File: src/rtl/rc_branch_serializer.sv
// rc_branch_serializer
// Captures the three multicast branches produced by route compute and issues
// the live ones, one per handshake, to the switch allocator. rc_ready holds
// route compute off until every live branch of the current header is accepted.
module rc_branch_serializer #(
    parameter int DATASIZE = 30,
    parameter int DST_LSB  = 9,
    parameter int DST_MSB  = 24,
    parameter int CNT_W    = 8
) (
    input  logic                rc_clk,
    input  logic                rst_n,
    input  logic [DATASIZE-1:0] data_in1,
    input  logic [4:0]          direction_in1,
    input  logic [DATASIZE-1:0] data_in2,
    input  logic [4:0]          direction_in2,
    input  logic [DATASIZE-1:0] data_in3,
    input  logic [4:0]          direction_in3,
    output logic                rc_ready,
    output logic [DATASIZE-1:0] out_data,
    output logic [4:0]          out_direction,
    output logic                out_valid,
    input  logic                out_ready,
    output logic                set_done,
    output logic [CNT_W-1:0]    issued_cnt
);

    typedef enum logic [1:0] {
        IDLE    = 2'd0,
        CAPTURE = 2'd1,
        ISSUE   = 2'd2
    } state_t;

    state_t              state;
    state_t              state_next;
    logic [2:0]          pending;
    logic [2:0]          pending_next;
    logic [2:0]          live_in;
    logic [2:0]          grant;
    logic                fire;
    logic                last_fire;

    logic [DATASIZE-1:0] data_in_a [3];
    logic [4:0]          dir_in_a  [3];
    logic [DATASIZE-1:0] data_r    [3];
    logic [4:0]          dir_r     [3];

    // Gather the three input pairs into arrays so the branch logic can loop.
    always_comb begin
        data_in_a[0] = data_in1;
        data_in_a[1] = data_in2;
        data_in_a[2] = data_in3;
        dir_in_a[0]  = direction_in1;
        dir_in_a[1]  = direction_in2;
        dir_in_a[2]  = direction_in3;
    end

    // A branch is live only if it has both a direction and some destination bit.
    always_comb begin
        for (int i = 0; i < 3; i++) begin
            live_in[i] = (dir_in_a[i] != 5'd0) &&
                         (data_in_a[i][DST_MSB:DST_LSB] != '0);
        end
    end

    // Fixed priority: branch 1 first, then 2, then 3.
    always_comb begin
        // NOTE: every combinational output gets a default first so no path
        // through the if/case leaves it unassigned, which would infer a latch.
        grant = 3'b000;
        if (pending[0])      grant = 3'b001;
        else if (pending[1]) grant = 3'b010;
        else if (pending[2]) grant = 3'b100;
    end

    assign fire      = (state == ISSUE) && out_ready;
    assign last_fire = fire && ((pending & ~grant) == 3'b000);

    // Next-state and pending-mask update.
    always_comb begin
        state_next   = state;
        pending_next = pending;
        case (state)
            IDLE: begin
                // Route compute loads its outputs on this same edge.
                state_next = CAPTURE;
            end
            CAPTURE: begin
                pending_next = live_in;
                state_next   = (live_in != 3'b000) ? ISSUE : IDLE;
            end
            ISSUE: begin
                if (fire) begin
                    pending_next = pending & ~grant;
                    if (last_fire) state_next = IDLE;
                end
            end
            default: begin
                state_next   = IDLE;
                pending_next = 3'b000;
            end
        endcase
    end

    // State, pending mask, branch capture, counter and done pulse.
    always_ff @(posedge rc_clk) begin
        if (!rst_n) begin
            // NOTE: state is updated with non-blocking assignments so every
            // register samples pre-edge values regardless of statement order.
            state      <= IDLE;
            pending    <= 3'b000;
            issued_cnt <= '0;
            set_done   <= 1'b0;
            // NOTE: the branch store is three plain flop sets, not a RAM, so it
            // is cleared on reset to keep its contents deterministic.
            for (int i = 0; i < 3; i++) begin
                data_r[i] <= '0;
                dir_r[i]  <= 5'd0;
            end
        end else begin
            state    <= state_next;
            pending  <= pending_next;
            set_done <= last_fire;
            if (fire) issued_cnt <= issued_cnt + 1'b1;
            if (state == CAPTURE) begin
                for (int i = 0; i < 3; i++) begin
                    data_r[i] <= data_in_a[i];
                    dir_r[i]  <= dir_in_a[i];
                end
            end
        end
    end

    // Output mux: the granted branch while issuing, zeros otherwise. The
    // source registers and pending mask only change on a handshake, so the
    // presented branch holds steady under backpressure.
    always_comb begin
        out_data      = '0;
        out_direction = 5'd0;
        if (state == ISSUE) begin
            for (int i = 0; i < 3; i++) begin
                if (grant[i]) begin
                    out_data      = data_r[i];
                    out_direction = dir_r[i];
                end
            end
        end
    end

    assign out_valid = (state == ISSUE);
    // Held low while reset is asserted so route compute cannot advance.
    assign rc_ready  = (state == IDLE) && rst_n;

endmodule

File: config.mk
export PLATFORM = sky130hd
export DESIGN_NAME = rc_branch_serializer
export DESIGN_NICKNAME = d
export VERILOG_FILES = /design/src/rtl/rc_branch_serializer.sv
export SDC_FILE = /design/constraint.sdc
export NUM_CORES = 1
export LEC_CHECK = 0
export CAP_MARGIN = 40
export CORE_AREA = 2 2 132 121
export DETAILED_ROUTE_END_ITERATION = 7
export DIE_AREA = 0 0 134 123
export REMOVE_ABC_BUFFERS = 1
export SLEW_MARGIN = 15
export SYNTH_ARGS = -nofsm -noshare
export SYNTH_HDL_FRONTEND = slang
export SYNTH_SLANG_ARGS = --single-unit
export TNS_END_PERCENT = 20
File: constraint.sdc
create_clock -name rc_clk -period 10.4 [get_ports rc_clk]
set_input_delay 2.6 -clock rc_clk [delete_from_list [all_inputs] [get_ports rc_clk]]
set_output_delay 2.6 -clock rc_clk [all_outputs]
set_load 0.02 [all_outputs]
[Word-level counts from Yosys, hierarchy flattened]
Memory sizes are Yosys's and may differ from the RTL's.
Cells that the tools add are included.
Word-level totals
  memories kept: 2
  register bits after elaboration: 14
  output and inout bits: 46
  input bits: 108
  memory bits (writable): 105
Memory list
  data_r: words 3, width 30, rd ports 3, clocked after Yosys merged registers in 0, wr ports 3, RTL line 45  | logic [DATASIZE-1:0] data_r [3];
  dir_r: words 3, width 5, rd ports 3, clocked after Yosys merged registers in 0, wr ports 3, RTL line 46  | logic [4:0] dir_r [3];
Operators by class
  add/subtract/negate cells: 1
  bitwise gates (word level): 9
  eq/ne operators: 4
  reduce and logical (&&, ||, !) cells: 17
  mux-type cells: 27
Operators by type and width (count)
  two-way mux 30 bit: 7
  nonzero test 16 bit: 3
  two-way mux 5 bit: 7
  nonzero test 5 bit: 3
  two-way mux 3 bit: 4
  case mux 3 bit (3 select lines): 1
  adder 8 x 1 -> 8 bit, second input constant: 1
  logical AND 1 bit: 6
  two-way mux 2 bit: 3
  bitwise OR 1 bit: 6
  case mux 2 bit (3 select lines): 1
  two-way mux 1 bit: 4
  != test 2 x 1 -> 1 bit, second input constant: 2
  AND reduction 2 bit: 2
  bitwise AND 3 bit: 1
  logical NOT 3 bit: 1
  inverter 3 bit: 1
  nonzero test 3 bit: 1
  equality test 2 x 1 -> 1 bit, second input constant: 1
  equality test 2 bit, second input constant: 1
  logical NOT 2 bit: 1
  inverter 1 bit: 1

[Longest topological paths before layout]
  depth after elaboration: 10
  gate-level depth with buffers: 7
  mapped depth without buffers: 6

[Least setup slack after synthesis]
Ideal clock, no wire load.
  path type: in2out
  start point: in rst_n
  end point: out rc_ready
  stages: 4
  buffers on the path: 3
  setup slack: 4321 ps
  arrival time: 3479 ps
  path through: clkbuf_1 > buf_2 > clkbuf_1 > and2_1
Between the ends
  longest elaborated chain between the ends: 1
Ends and longest elaborated chain
  from (decl): RTL line 12  | input logic rst_n,
  logical AND 1 bit: RTL line 152  | assign rc_ready = (state == IDLE) && rst_n;
  to (decl): RTL line 19  | output logic rc_ready,
No other way between the ends.

[Worst setup path after layout]
Same ends and word-level chain as after synthesis.

==> results.toml <==
[clocking]
cts.sinks = 119
cts_inserted_buffers = 17
cts_tree = "yes"
clk_pin_slew_ns = 0.05
cts_setup_buffers = 0
cts_max_level = 4
cts_hold_buffers = 0
clkLatencyLatePin_ns = 0.42
cts_resized = 0
cts.path.max_buffers = 2
cts_root_buf = "clkbuf_16"

[layout]
final_common_cell = "clkdlybuf4s50_1"
area_growth_pct = 40.6
multi_input_area_sq_um = 1990
nFillCells = 1331
insertedDiodeCount = 0
regArea_sq_um = 3440
drive_above_1_share_pct = 7.17
fin_util_pct = 52.2
fin_cells = 844
finalInstanceArea_sq_um = 7890
layout_common_cells = "clkdlybuf4s50_1, and3_1, edfxtp_1, nand2_1, o21ai_1"
final_nets = 742

[sta]
rsz0062_at_grt = "no"
hold_viol_final = 0
tightest_slew_ns = 0.884
setup_violations = 0
period_needed_ns = 6.81
slew_headroom_pct = 41.1
timing.setup.tns_ns = 0
holdWs_ns = 0.498
skew_ns = 0.00566
fin_crit_sh_pct = 65.5
fin_ws_ns = 3.59
max_freq_mhz = 147
final_max_slew_viol_count = 0

[floorplanning]
start_util_pct = 37.1
dieArea_sq_um = 16500
die_w_um = 134
io_pins = 154
row_count = 43
core_area_sq_um = 15100
die_h_um = 123

[global_routing]
grt_pass1_vias = 4356
grt.overflow.total = 0
grt_max_degree = 109
grt_pass1_wl_mm = 22.5
grt.total_usage_pct = 18.1
antenna_found_initial = 0

[route]
vias_per_cell = 5.19
wl_per_cell_um = 16.9
ant_nets = 0
route.detailed.drc = 0
num_vias = 4384
drtPass1Iterations = 5
wl_mm = 14.3
drtIter0Drc = 246

[yosys]
synth.distinct_cells = 33
ys_ff_latch = 119
avgSynthCellArea_sq_um = 11.3
ys_seq_area_share_pct = 61.2
yosysWarnings = 0
netlist_area_sq_um = 5610
syn-instance-count = 497

[critical_path]
path_cells = "buf_2 > buf_4 > and2_1 > clkdlybuf4s50_1"
critical_path_buf_inv_count = 3
worstSetupEndpointType = "primary output"
cpLargestDelayFamily = "buffers and inverters"
critical-path-max-stage-delay_ns = 0.65
rrSetupSlack_ns = 8.17
critPathKind = "in -> out"
cp-start-kind = "input pin"
crit_path_max_fanout = 108
arrival_ns = 4.21
cp.required_ns = 7.80
cp_slowest_cell = "buf_4"

[placement]
routabilityCongestion = 0.804
hpwlAfterDp_mm = 9.08
io_buffer_count = 153
post_dp_cell_area_sq_um = 7320
placed_cells = 813
dp_slack_ns = 3.61

[pwr]
total_power_mw = 1.29
powerDensity_nw_per_um2 = 164
p_leak_nw = 3.16
vdd_drop_max_uv = 111

[outcome]
status = "finished clean"

[hold_path]
worst_hold_path_type = "reg -> reg"

[job]
drv_cap = 0
-- state kept, by name (all words and copies together) (netlist names) --
name and flops:
set_done 1, dir_r 15, issued_cnt 8, state 2
pending 3, data_r 90
-- worst paths after layout --
check | start | end | cells past startpoint
worst min-delay path | issued_cnt[1]$_SDFFE_PN0P_ | issued_cnt[1]$_SDFFE_PN0P_ | 2
worst min register to register | issued_cnt[1]$_SDFFE_PN0P_ | issued_cnt[1]$_SDFFE_PN0P_ | 2
worst max register to register | state[1]$_SDFFE_PN0P_ | data_r[0][76]$_SDFFCE_PN0P_ | 4
worst max-delay path | rst_n | rc_ready | 4
-- routing by layer --
layer	wire, um	vias up	track usage, %
li1	-	2118	-
met3	840	12	5.41
met5	0	-	0
met2	6830	150	29.2
met1	6440	2104	23.0
met4	184	0	6.98
-- tightest hold or removal path: stages, from the launching register on --
cell and delay, ns:
dfxtp_1 0.33, nand2_1 0.06, a21oi_1 0.06
-- cell type report --
cell class                 instances  area share (%)
multi-input combinational        328            25.3
timing repair buffer             160            20.6
sequential                       119            43.6
clock inverter                    12            1.71
inverter                           4           0.190
clock buffer                      19            5.49
tap                              202            3.20
-- cell usage after synthesis --
master | number | area [sq um]
and3_1 | 109 | 682
edfxtp_1 | 105 | 3150
nand2_1 | 44 | 165
o21ai_1 | 38 | 190
a22oi_1 | 36 | 270
and2_1 | 36 | 225
clkbuf_1 | 36 | 135
dfxtp_1 | 14 | 280
nor4_1 | 12 | 75.1
nor2_1 | 11 | 41.3
buf_2 | 8 | 40.0
nand3_1 | 6 | 30.0
nor3_1 | 6 | 30.0
a21oi_1 | 4 | 20.0
ha_1 | 4 | 50.1
nand4_1 | 4 | 25.0
xnor2_1 | 3 | 26.3
xor2_1 | 3 | 26.3
inv_1 | 2 | 7.51
inv_2 | 2 | 7.51
mux2i_1 | 2 | 20.0
a211oi_1 | 1 | 7.51
a21o_1 | 1 | 7.51
a311oi_2 | 1 | 15.0
a32oi_1 | 1 | 8.76
buf_1 | 1 | 3.75
buf_6 | 1 | 11.3
maj3_2 | 1 | 11.3
nand2b_1 | 1 | 6.26
nor2b_1 | 1 | 6.26
o211a_1 | 1 | 10.0
o21ai_4 | 1 | 16.3
or3_1 | 1 | 6.26
-- logic make-up after synthesis --
group / after synthesis / share of synthesized area, %
adder cells (fa/ha/maj): 5 / 1.09
AO/OA/AOI/OAI: 84 / 9.72
multiplexers: 2 / 0.357
XOR/XNOR: 6 / 0.937
buffers and inverters: 50 / 3.66
flip-flops: 119 / 61.2
AND/OR/NAND/NOR: 231 / 23.0
-- power by group --
group	internal [mW]	switching (mW)	total [mW]
Clock	0.369	0.197	0.566
Combinational	0.0627	0.0727	0.135
Sequential	0.575	0.0138	0.589
Total	1.01	0.283	1.29
Power figures use the tool's default switching activity.
==> patch 1, RTL diff (config.mk and constraints unchanged) <==
`DST_LSB`: 9 -> 18.
--- a/src/rtl/rc_branch_serializer.sv
+++ b/src/rtl/rc_branch_serializer.sv
@@ -5,5 +5,5 @@
 module rc_branch_serializer #(
     parameter int DATASIZE = 30,
-    parameter int DST_LSB  = 9,
+    parameter int DST_LSB  = 18,
     parameter int DST_MSB  = 24,
     parameter int CNT_W    = 8
Check against the original RTL: not equivalent (a bounded check fails within 4 cycles, from zero or initial values and one cycle with rst_n low).
==> patch 1 against the unedited design <==
  * Cell area up 0.14%
  * Highest routed layer unchanged
  * Sequential share of layout area down 0.062 points
  * Power down 0.11%
  * Clock power about the same
  * Sequential power about the same
  * Sequential cell count unchanged
  * Worst setup slack better by 0.34 ns
  * Synthesized area down 0.80%
  * Critical path type unchanged
  * Routed wire length down 4.7%
  * Via count down 4.0%
==> patch 1: results (changes against the unedited design) <==
* Placed inst area at 7301 um^2 (was 7320 um^2)
* Synth area leaders: edfxtp_1 (57%), and3_1 (12%), dfxtp_1 (5.0%), a22oi_1 (4.9%), and2_1 (4.0%) (was edfxtp_1 (56%), and3_1 (12%), dfxtp_1 (5.0%), a22oi_1 (4.8%), and2_1 (4.0%))
* Leakage at 3.173 nW (was 3.159 nW)
* Switching power at 0.2772 mW (was 0.2831 mW)
* Clock transition at path regs at 0.05 ns (about the same)
* Worst R2R Setup Slack at 8.23 ns (was 8.17 ns)
* Reg2reg path depth at 5 (was 4)
* Dpl cells at 807 (was 813)
* Crit Path Max Fanout at 106 (was 108)
* Post-synth top area share at 56.65% (was 56.20%)
* Post-Route WL at 13610 um (was 14290 um)
* Layout cells sized above 1 at 7.053% (was 7.165%)
* Hold Path Origin: issued_cnt[1]$_SDFFE_PN0P_ (unchanged)
* Post-synth cell types at 36 (was 33)
* Slew HR at 46.75% (was 41.10%)
* Hold Path Sink: issued_cnt[1]$_SDFFE_PN0P_ (unchanged)
* CP max stage delay at 0.59 ns (was 0.65 ns)
* DRT Pass-1 Iters at 4 (was 5)
* First-pass GRT wire length at 21520 um (was 22480 um)
* RR Startpoint: pending[0]$_SDFFE_PN0P_ (was state[1]$_SDFFE_PN0P_)
* Worst r2r dst: state[1]$_SDFFE_PN0P_ (was data_r[0][76]$_SDFFCE_PN0P_)
* Filler cell count at 1312 (was 1331)
* DR vias at 4208 (was 4384)
* Status: complete, no violations (unchanged)
* Crit-path slowest cell: clkdlybuf4s50_1 (was buf_4)
* Peak VDD IR at 0.0001170 V (was 0.0001112 V)
* Sequential share of the synthesized area at 61.69% (was 61.20%)
* Iter 0 DRT Violations at 282 (was 246)
* Total track usage at 16.96% (was 18.07%)
* Worst Path Arrival at 3.87 ns (was 4.21 ns)
* Vias in the first global route at 4315 (was 4356)
* Post-DP HPWL at 8762 um (was 9083 um)
* Worst-skew pair later-pin latency at 0.40 ns (was 0.42 ns)
* Routability-driven placement congestion ratio at 0.7835 (was 0.8037)
* Layout Nets at 737 (was 742)
* Worst Hold Margin at 0.5125 ns (was 0.4977 ns)
* Worst slack, placed at 3.618 ns (was 3.614 ns)
* Fin area at 7899 um^2 (was 7888 um^2)
* Clock Skew at 0.005988 ns (was 0.005664 ns)
* Syn Area/Cell at 11.38 um^2 (was 11.29 um^2)
* Post-synth top cells: and3_1 (109), edfxtp_1 (105), nand2_1 (45) (was and3_1 (109), edfxtp_1 (105), nand2_1 (44))
* Drt wl/cell at 16.20 um (was 16.93 um)
## patch 1: changes by cell type in the layout (fill, tap and decap cells not counted), sizes merged, moves of 2 or more
cell and delta:
nor4 -9, nor3 +3, buf +2, nand4 -3
## patch 1: worst min-delay path, delay by kind of cell (launching register included)
| family | cells | cell delay, ns |
|---|---|---|
| DFF | 1 | 0.33 |
| and+or+nand+nor | 1 | 0.07 |
| AOI/OAI and AO/OA | 1 | 0.06 |
## patch 1: power groups by stage
stage	Clock [mW]	Sequential (mW)	Combinational (mW)
after floorplan	0	0.601	0.0521
after global placement	0	0.599	0.125
after detailed placement	0	0.599	0.136
after CTS	0.576	0.590	0.136
after global routing	0.595	0.594	0.149
final	0.564	0.590	0.135
## patch 1: cell families (layout without fill, tap and decap cells)
family,Yosys count,after routing,share of synthesized area [%]
multiplexers,2,2,0.3597
XOR/XNOR,6,6,0.9444
AO/OA/AOI/OAI,84,84,9.645
buffers and inverters,49,198,3.844
adder cells (fa/ha/maj),5,5,1.102
flip-flops,119,119,61.69
AND/OR/NAND/NOR,224,224,22.41
## patch 1: cell type report
type / instances / area share [%]
inverter: 4 / 0.1901
clock buffer: 20 / 5.528
sequential: 119 / 43.50
clock inverter: 12 / 1.695
tap: 202 / 3.200
timing repair buffer: 162 / 21.35
multi-input combinational: 321 / 24.54
## patch 1: per-layer routing
| metal | track usage [%] | routed length, um | share of wire, % |
|---|---|---|---|
| met5 | 0 | 0 | 0 |
| met4 | 6.649 | 169 | 1.2 |
| met2 | 29.10 | 6824 | 50 |
| met1 | 21.12 | 5925 | 44 |
| met3 | 3.608 | 693 | 5.1 |
## patch 1: how the worst max path moves through the flow
stage	depth (start not counted)	from	slack, ns	to
3_3_place_gp	4	rst_n	3.64	rc_ready
2_1_floorplan	1	rst_n	4.92	data_r[0][0]$_SDFFCE_PN0P_
6_report	5	rst_n	3.93	rc_ready
5_1_grt	5	rst_n	3.85	rc_ready
4_1_cts	4	rst_n	3.62	rc_ready
3_5_place_dp	4	rst_n	3.62	rc_ready
==> patch 2, RTL diff (same settings) <==
Made on the original files. Put one more register stage on the output `issued_cnt`, with the module's reset. The value now appears one clock later. The other outputs are not delayed to match.
--- a/src/rtl/rc_branch_serializer.sv
+++ b/src/rtl/rc_branch_serializer.sv
@@ -31,4 +31,6 @@
         ISSUE   = 2'd2
     } state_t;
+
+    logic [CNT_W-1:0] issued_cnt_s0;
 
     state_t              state;
@@ -110,5 +112,5 @@
             state      <= IDLE;
             pending    <= 3'b000;
-            issued_cnt <= '0;
+            issued_cnt_s0 <= '0;
             set_done   <= 1'b0;
             // NOTE: the branch store is three plain flop sets, not a RAM, so it
@@ -122,5 +124,5 @@
             pending  <= pending_next;
             set_done <= last_fire;
-            if (fire) issued_cnt <= issued_cnt + 1'b1;
+            if (fire) issued_cnt_s0 <= issued_cnt_s0 + 1'b1;
             if (state == CAPTURE) begin
                 for (int i = 0; i < 3; i++) begin
@@ -152,4 +154,12 @@
     assign rc_ready  = (state == IDLE) && rst_n;
 
+    always_ff @(posedge rc_clk) begin
+        if (!rst_n) begin
+            issued_cnt <= '0;
+        end else begin
+            issued_cnt <= issued_cnt_s0;
+        end
+    end
+
 endmodule
 
Formal check against the unedited RTL: not equivalent (a bounded check fails within 4 cycles, from zero or initial values and one cycle with rst_n low).
==> patch 2 against the unedited design <==
  * Sequential cell count rose by 8
  * Count of clock-buffer cells in the layout rose by 10
  * Power rose by 3.4%
  * Synthesized area rose by 3.7%
  * Via count rose by 0.14%
  * Cell area rose by 3.0%
  * Worst setup slack improved by 0.056 ns
  * Routed wire length rose by 2.5%
  * Largest power group unchanged
==> patch 2: results (changes against the unedited design) <==
* DR vias at 4390 (was 4384)
* Xor/xnor share of the synthesized area at 1.054% (was 0.9367%)
* Post-synth cell types at 31 (was 33)
* Routability-driven placement congestion ratio at 0.8229 (was 0.8037)
* Drt wl/cell at 16.98 um (was 16.93 um)
* Iter 0 DRT Violations at 239 (was 246)
* Crit Path Max Fanout at 59 (was 108)
* Met3 wire length at 835 um (was 840 um)
* Met2 usage at 29.36% (was 29.17%)
* Peak VDD IR at 0.0001114 V (was 0.0001112 V)
* Pin count of the biggest net entering global routing at 117 (was 109)
* Final worst-path cycle share at 64.91% (was 65.45%)
* Initial antenna violation count at 1 (was 0)
* Post-synthesis adder-cell area fraction at 1.054% (was 1.093%)
* DRT Pass-1 Iters at 4 (was 5)
* Post-Route M1 WL at 6599 um (was 6437 um)
* Worst slack, placed at 3.548 ns (was 3.614 ns)
* Worst r2r dst: dir_r[0][12]$_SDFFCE_PN0P_ (was data_r[0][76]$_SDFFCE_PN0P_)
* Layout cells sized above 1 at 6.808% (was 7.165%)
* Status: complete, no violations (unchanged)
* Post-synth top cells: and3_1 (109), edfxtp_1 (105), nand2_1 (46) (was and3_1 (109), edfxtp_1 (105), nand2_1 (44))
* Gate power share at 10.7% (was 10.5%)
* Post-DP HPWL at 9419 um (was 9083 um)
* Sequential share of the synthesized area at 61.76% (was 61.20%)
* Largest registers: data_r x90, dir_r x15 (was data_r x90, dir_r x15, issued_cnt x8)
* Post-synthesis mux area share at 0.3441% (was 0.3568%)
* Met1 Use GR at 24.06% (was 23.05%)
* Clk pwr at 0.571 mW (was 0.566 mW)
[patch 2: cell count changes after synthesis, sizes merged, moves of 2 or more]
cell,change
and2,+8
nand3b,+2
dfxtp,+8
nand2,+2
nor3,-2
xnor2,-2
nand3,-4
xor2,+3
nand4,+3
[patch 2: cell type report]
class                           count  area [um^2]  area share (%)
Sequential cell                   127         3596           44.24
Multi-Input combinational cell    337         2037           25.06
Timing Repair Buffer              161         1639           20.17
Clock buffer                       29        573.1           7.050
Tap cell                          202        252.7           3.110
Clock inverter                      3        15.01          0.1847
Inverter                            4        15.01          0.1847
[patch 2: how the worst min path moves through the flow]
stage / start / endpoint / slack [ns] / cells after the start
5_1_grt: issued_cnt_s0[7]$_SDFFE_PN0P_ / issued_cnt[7]$_SDFF_PN0_ / 0.51 / 1
6_report: issued_cnt_s0[7]$_SDFFE_PN0P_ / issued_cnt[7]$_SDFF_PN0_ / 0.48 / 1
4_1_cts: issued_cnt_s0[7]$_SDFFE_PN0P_ / issued_cnt[7]$_SDFF_PN0_ / 0.49 / 1
2_1_floorplan: issued_cnt_s0[7]$_SDFFE_PN0P_ / issued_cnt[7]$_SDFF_PN0_ / 0.45 / 1
3_5_place_dp: issued_cnt_s0[7]$_SDFFE_PN0P_ / issued_cnt[7]$_SDFF_PN0_ / 0.47 / 1
3_3_place_gp: issued_cnt_s0[7]$_SDFFE_PN0P_ / issued_cnt[7]$_SDFF_PN0_ / 0.47 / 1
[patch 2: cell families (layout without fill, tap and decap cells)]
logic type,Yosys count,after routing
buf+inv,50,197
flops,127,127
mux,2,2
fa+ha+maj,5,5
xor+xnor,7,7
compound gates,80,80
simple gates,243,243
